`src/rtl/aqp_clkmon.sv`:
```
// aqp_clkmon: gated transition counter on a synchronized toggle, with range check and lock FSM.
module aqp_clkmon #(
  parameter int GATE_CYCLES = 28636,
  parameter int CNT_W       = 16,
  parameter int EXP_MIN     = 25100,
  parameter int EXP_MAX     = 25250,
  parameter int LOCK_COUNT  = 4
) (
  input  logic             clk,
  input  logic             reset,
  input  logic             meas_tgl,
  output logic [CNT_W-1:0] freq_count,
  output logic             count_valid,
  output logic             in_range,
  output logic             locked,
  output logic             lock_lost
);
  localparam int GW = $clog2(GATE_CYCLES);
  localparam int SW = $clog2(LOCK_COUNT + 1);
  typedef enum logic [1:0] {UNLOCKED, ACQUIRE, LOCKED} state_t;
  state_t           state;
  logic             sync_q1, sync_q2, prev, primed;
  logic [GW-1:0]    gate;
  logic [CNT_W-1:0] cnt, total;
  logic [SW-1:0]    streak;
  logic             tgl_edge, wend, hit;
  assign tgl_edge = sync_q2 ^ prev;
  assign wend     = gate == GW'(GATE_CYCLES - 1);
  // an edge landing on the window-end cycle still belongs to the closing window
  assign total    = (tgl_edge && cnt != '1) ? cnt + CNT_W'(1) : cnt;
  assign hit      = total >= CNT_W'(EXP_MIN) && total <= CNT_W'(EXP_MAX);
  assign locked   = state == LOCKED;
  always_ff @(posedge clk) begin
    if (reset) begin
      sync_q1     <= 1'b0;
      sync_q2     <= 1'b0;
      prev        <= 1'b0;
      primed      <= 1'b0;
      gate        <= '0;
      cnt         <= '0;
      streak      <= '0;
      state       <= UNLOCKED;
      freq_count  <= '0;
      count_valid <= 1'b0;
      in_range    <= 1'b0;
      lock_lost   <= 1'b0;
    end else begin
      sync_q1     <= meas_tgl;
      sync_q2     <= sync_q1;
      prev        <= sync_q2;
      gate        <= wend ? '0 : gate + GW'(1);
      cnt         <= wend ? '0 : total;
      count_valid <= wend && primed;
      lock_lost   <= 1'b0;
      if (wend) primed <= 1'b1;
      // the first window after reset may hold a spurious edge, so it is never published
      if (wend && primed) begin
        freq_count <= total;
        in_range   <= hit;
        case (state)
          UNLOCKED: if (hit) begin
            streak <= SW'(1);
            state  <= LOCK_COUNT == 1 ? LOCKED : ACQUIRE;
          end
          ACQUIRE: if (!hit) begin
            streak <= '0;
            state  <= UNLOCKED;
          end else begin
            streak <= streak + SW'(1);
            if (streak + SW'(1) == SW'(LOCK_COUNT)) state <= LOCKED;
          end
          LOCKED: if (!hit) begin
            streak    <= '0;
            state     <= UNLOCKED;
            lock_lost <= 1'b1;
          end
          default: state <= UNLOCKED;
        endcase
      end
    end
  end
endmodule
```
`config.mk`:
```
export PLATFORM = sky130hd
export DESIGN_NAME = aqp_clkmon
export DESIGN_NICKNAME = d
export VERILOG_FILES = /design/src/rtl/aqp_clkmon.sv
export SDC_FILE = /design/constraint.sdc
export NUM_CORES = 1
export LEC_CHECK = 0
export CAP_MARGIN = 20
export CORE_ASPECT_RATIO = 1.5
export CORE_UTILIZATION = 58
export DETAILED_ROUTE_END_ITERATION = 12
export GPL_ROUTABILITY_DRIVEN = 0
export GPL_TIMING_DRIVEN = 0
export PLACE_DENSITY = 0.79
export SYNTH_ARGS = -nofsm -noshare
export SYNTH_HDL_FRONTEND = slang
export SYNTH_SLANG_ARGS = --single-unit
```
`constraint.sdc`:
```
create_clock -name clk -period 3.2 [get_ports clk]
set_clock_uncertainty 0.05 [all_clocks]
set_input_delay 0.64 -clock clk [delete_from_list [all_inputs] [get_ports clk]]
set_output_delay 0.64 -clock clk [all_outputs]
set_load 0.05 [all_outputs]
```
==> summary.log <==
INFO  place          hpwlAfterDp=4.89mm
INFO  worst_setup_path timing.critical_path.from_type=flip-flop
INFO  worst_setup_path worst-r2r-cell-count=10
INFO  worst_setup_path crit_slowest_cell=sky130_fd_sc_hd__o41a_1
INFO  global_route   pin_count_of_the_biggest_net_entering_global_routing=11
INFO  status         outcome=finished clean
INFO  sta            finalWorstSetupSlack=0.204ns
INFO  drt            detailedRoute.firstIterationViolations=219
INFO  synth          ys_ff_latch=59
INFO  sta            timing.slew.headroom=0.598
INFO  sta            maxSlewViolCount=0
INFO  layout         final_area=0.00348mm2
INFO  worst_setup_path critPathTopFamily=compound AO/OA/AOI/OAI gates
INFO  global_route   grt.total_usage=0.283
INFO  sta            period_share=0.936
INFO  die            placementRows=31
INFO  layout         register_cell_area_after_layout=0.00118mm2
INFO  hold_path      holdPathEnd=sync_q2$_SDFF_PP0_
INFO  global_route   grt_pass1_vias=2,484
INFO  synth          yosysWarningCount=0
INFO  die            start_util=0.610
INFO  sta            rsz0062_at_grt=no
INFO  clock_tree     clock_tree_from_tritoncts=yes
INFO  sta            layout_min_cycle_time=3.00ns
INFO  drt            postRouteAntennaNets=0
INFO  power          static_leakage=1.19nW
INFO  drt            drt-wirelength-per-cell=15.0um
INFO  hold_path      hold_path.startpoint=sync_q1$_SDFF_PP0_
INFO  clock_tree     post_cts_resized=0
INFO  synth          synth-edff-count=0
INFO  drt            drc_errors=0
INFO  synth          post-synth-top-count-cell=sky130_fd_sc_hd__dfxtp_1
INFO  layout         antenna_cells=0
INFO  clock_tree     cts.path.max_buffers=2
INFO  clock_tree     cts.hold.buffers_added=0
INFO  layout         fill_cells=420
INFO  die            die-area=0.00543mm2
INFO  power          power_density=427mW/mm2
INFO  synth          ys_top_cells_by_count=sky130_fd_sc_hd__dfxtp_1 (59), sky130_fd_sc_hd__nor2_1 (58), sky130_fd_sc_hd__nand2_1 (23)
INFO  flow_run       timing.max_cap.violations=0
INFO  clock_tree     path_clk_slew=0.07ns
INFO  synth          synth_top_area_share=0.396
INFO  worst_setup_path crit_path_max_fanout=9
INFO  drt            vias=2,592
INFO  layout         layout-drive-gt1-share=0.115
INFO  place          numPortBuffers=21
INFO  clock_tree     insertion_delay=0.34ns
INFO  clock_tree     clkSinkCount=59
INFO  global_route   antenna_found_initial=0
INFO  synth          netlist_area=0.00298mm2
INFO  die            die_h=89.8um
INFO  power          peakVddDrop=0.000272V
INFO  worst_setup_path cpMostUsedCell=sky130_fd_sc_hd__a31oi_1
INFO  worst_setup_path setup.worst_path.end_class=flip-flop
INFO  synth          yosysSeqAreaShare=0.396
INFO  synth          synth_top_area_cell=sky130_fd_sc_hd__dfxtp_1
INFO  synth          yosys.cell_types.count=60
INFO  clock_tree     root_buffer=sky130_fd_sc_hd__clkbuf_8
INFO  die            dieWidth=60.5um
INFO  sta            setup-tns-final=0ns
INFO  place          pre_cts_slack=0.00179ns
INFO  worst_setup_path launching_point_of_the_worst_reg2reg_path=cnt[1]$_SDFF_PP0_
INFO  sta            achievable-frequency=0.334GHz
INFO  drt            avgViaCountPerCell=5.79
INFO  worst_setup_path crit_path_largest_cell_delay=0.46ns
INFO  sta            hold_viol_final=0
INFO  global_route   grt_pass1_wl=11.5mm
INFO  synth          synth_fp_nets=354
INFO  synth          async_reset_ff_frac=0
INFO  layout         multiInputGateArea=0.00167mm2
INFO  die            floorplan.core_area=0.00489mm2
INFO  synth          syn-mean-instance-area=8.69um2
INFO  drt            detailedRoute.firstPassIterationCount=4
INFO  hold_path      worst_hold_path.num_cells=1
INFO  sta            setup-violations-final=0
INFO  place          dp_cells=430
INFO  clock_tree     ctsHtreeMaxLevel=3
INFO  worst_setup_path regToRegEndpoint=state[1]$_SDFFE_PP0P_
INFO  layout         post_layout_nonfiller_instances=448
INFO  worst_setup_path worst-setup-path-type=reg -> reg
INFO  global_route   grt.overflow.total=0
INFO  worst_setup_path worst-endpoint-required=3.36ns
INFO  clock_tree     cts_inserted_buffers=9
INFO  die            ioPinCount=23
INFO  worst_setup_path timing.critical_path.arrival=3.16ns
INFO  synth          yosys_most_used_dff=sky130_fd_sc_hd__dfxtp_1
INFO  synth          synthesis.instances=343
INFO  worst_setup_path timing.reg2reg.setup_slack=0.20ns
INFO  layout         area.growth.synth_to_final=16.8%
INFO  drt            routed_wl=6.73mm
INFO  sta            min_hold_slack=0.387ns
INFO  worst_setup_path timing.critical_path.cells=ha_1 > buf_2 > nand3_2 > o41a_1 > buf_6 > or3_1 > a31oi_1 > o2111ai_1 > o211ai_1 > a31oi_1
INFO  worst_setup_path crit_buf_inv=2
INFO  layout         nets=388
INFO  sta            worstMarginPinSlew=0.598ns
INFO  synth          synth_top_cells_by_area=sky130_fd_sc_hd__dfxtp_1 (40%), sky130_fd_sc_hd__nor2_1 (7.3%), sky130_fd_sc_hd__xnor2_1 (3.5%), sky130_fd_sc_hd__ha_1 (3.4%), sky130_fd_sc_hd__xor2_1 (3.2%)
INFO  hold_path      holdCritPathClass=reg -> reg
INFO  place          placedInstanceArea=0.00327mm2
## cells by family after synthesis
group,synth area share
simple gates,0.272
compound gates,0.156
flops,0.396
xor+xnor,0.0895
buf+inv,0.0424
fa+ha+maj,0.0336
mux,0.0105
## power by group
group          total [W]  internal [W]  switching (W)
Combinational  0.0000677     0.0000247      0.0000430
Clock           0.000668      0.000377       0.000292
Sequential      0.000749      0.000742     0.00000726
Total            0.00148       0.00114       0.000342
## timing repair
action / in CTS / in global routing
buffers inserted: 0 / 2
pin swaps: 1 / 1
setup endpoints to repair: 1 / 3
cloned: 0 / 0
endpoints found under the hold margin: 0 / 0
## metal layers
metal  vias to the layer above  GRT usage  wire, um
met5                         -          0         0
met4                         0      0.119       191
met3                        15     0.0791       297
met2                        57      0.482      3540
met1                      1240      0.318      2700
li1                       1280          -         -
## worst max path at each step
stage               slack (ns)                endpoint  depth (start not counted)              start
floorplan                 0.57  streak[1]$_SDFFE_PP0P_                         10  cnt[1]$_SDFF_PP0_
global placement          0.01   state[1]$_SDFFE_PP0P_                         10  cnt[1]$_SDFF_PP0_
detailed placement       0.002   state[1]$_SDFFE_PP0P_                         10  cnt[1]$_SDFF_PP0_
CTS                       0.10   state[1]$_SDFFE_PP0P_                         10  cnt[1]$_SDFF_PP0_
global route              0.02   state[1]$_SDFFE_PP0P_                         10  cnt[1]$_SDFF_PP0_
finish                    0.20   state[1]$_SDFFE_PP0P_                         10  cnt[1]$_SDFF_PP0_
## cells in the final DEF, fill, tap and decap left out, drive strengths merged, types with 7 or more instances in the layout
master	instances
nor4	7
buf	8
dfxtp	59
nand2	23
inv	12
nor2	60
xor2	12
nand4	11
nand3	18
o21ai	10
clkbuf	20
ha	8
nor3	10
a21oi	17
a211oi	9
clkdlybuf4s50	21
xnor2	15
## state kept, by name, indices dropped and copies added, names as in the netlist
signal / cells
gate: 15
freq_count: 16
prev: 1
state: 2
primed: 1
in_range: 1
streak: 3
sync_q2: 1
count_valid: 1
sync_q1: 1
lock_lost: 1
cnt: 16
## final cells by class
type	count	area share
Inverter	12	0.0129
Clock inverter	5	0.0151
Tap cell	66	0.0237
Buffer	15	0.0234
Sequential cell	59	0.339
Multi-Input combinational cell	257	0.480
Clock buffer	11	0.0406
Timing Repair Buffer	23	0.0647
## through the flow
stage / power [W] / util
6_report: 0.00148 / 0.712
3_3_place_gp: 0.000829 / 0.669
3_5_place_dp: 0.000831 / 0.669
2_1_floorplan: 0.000813 / -
4_1_cts: 0.00149 / 0.709
5_1_grt: 0.00154 / 0.712
(Power assumes the default switching activity.)
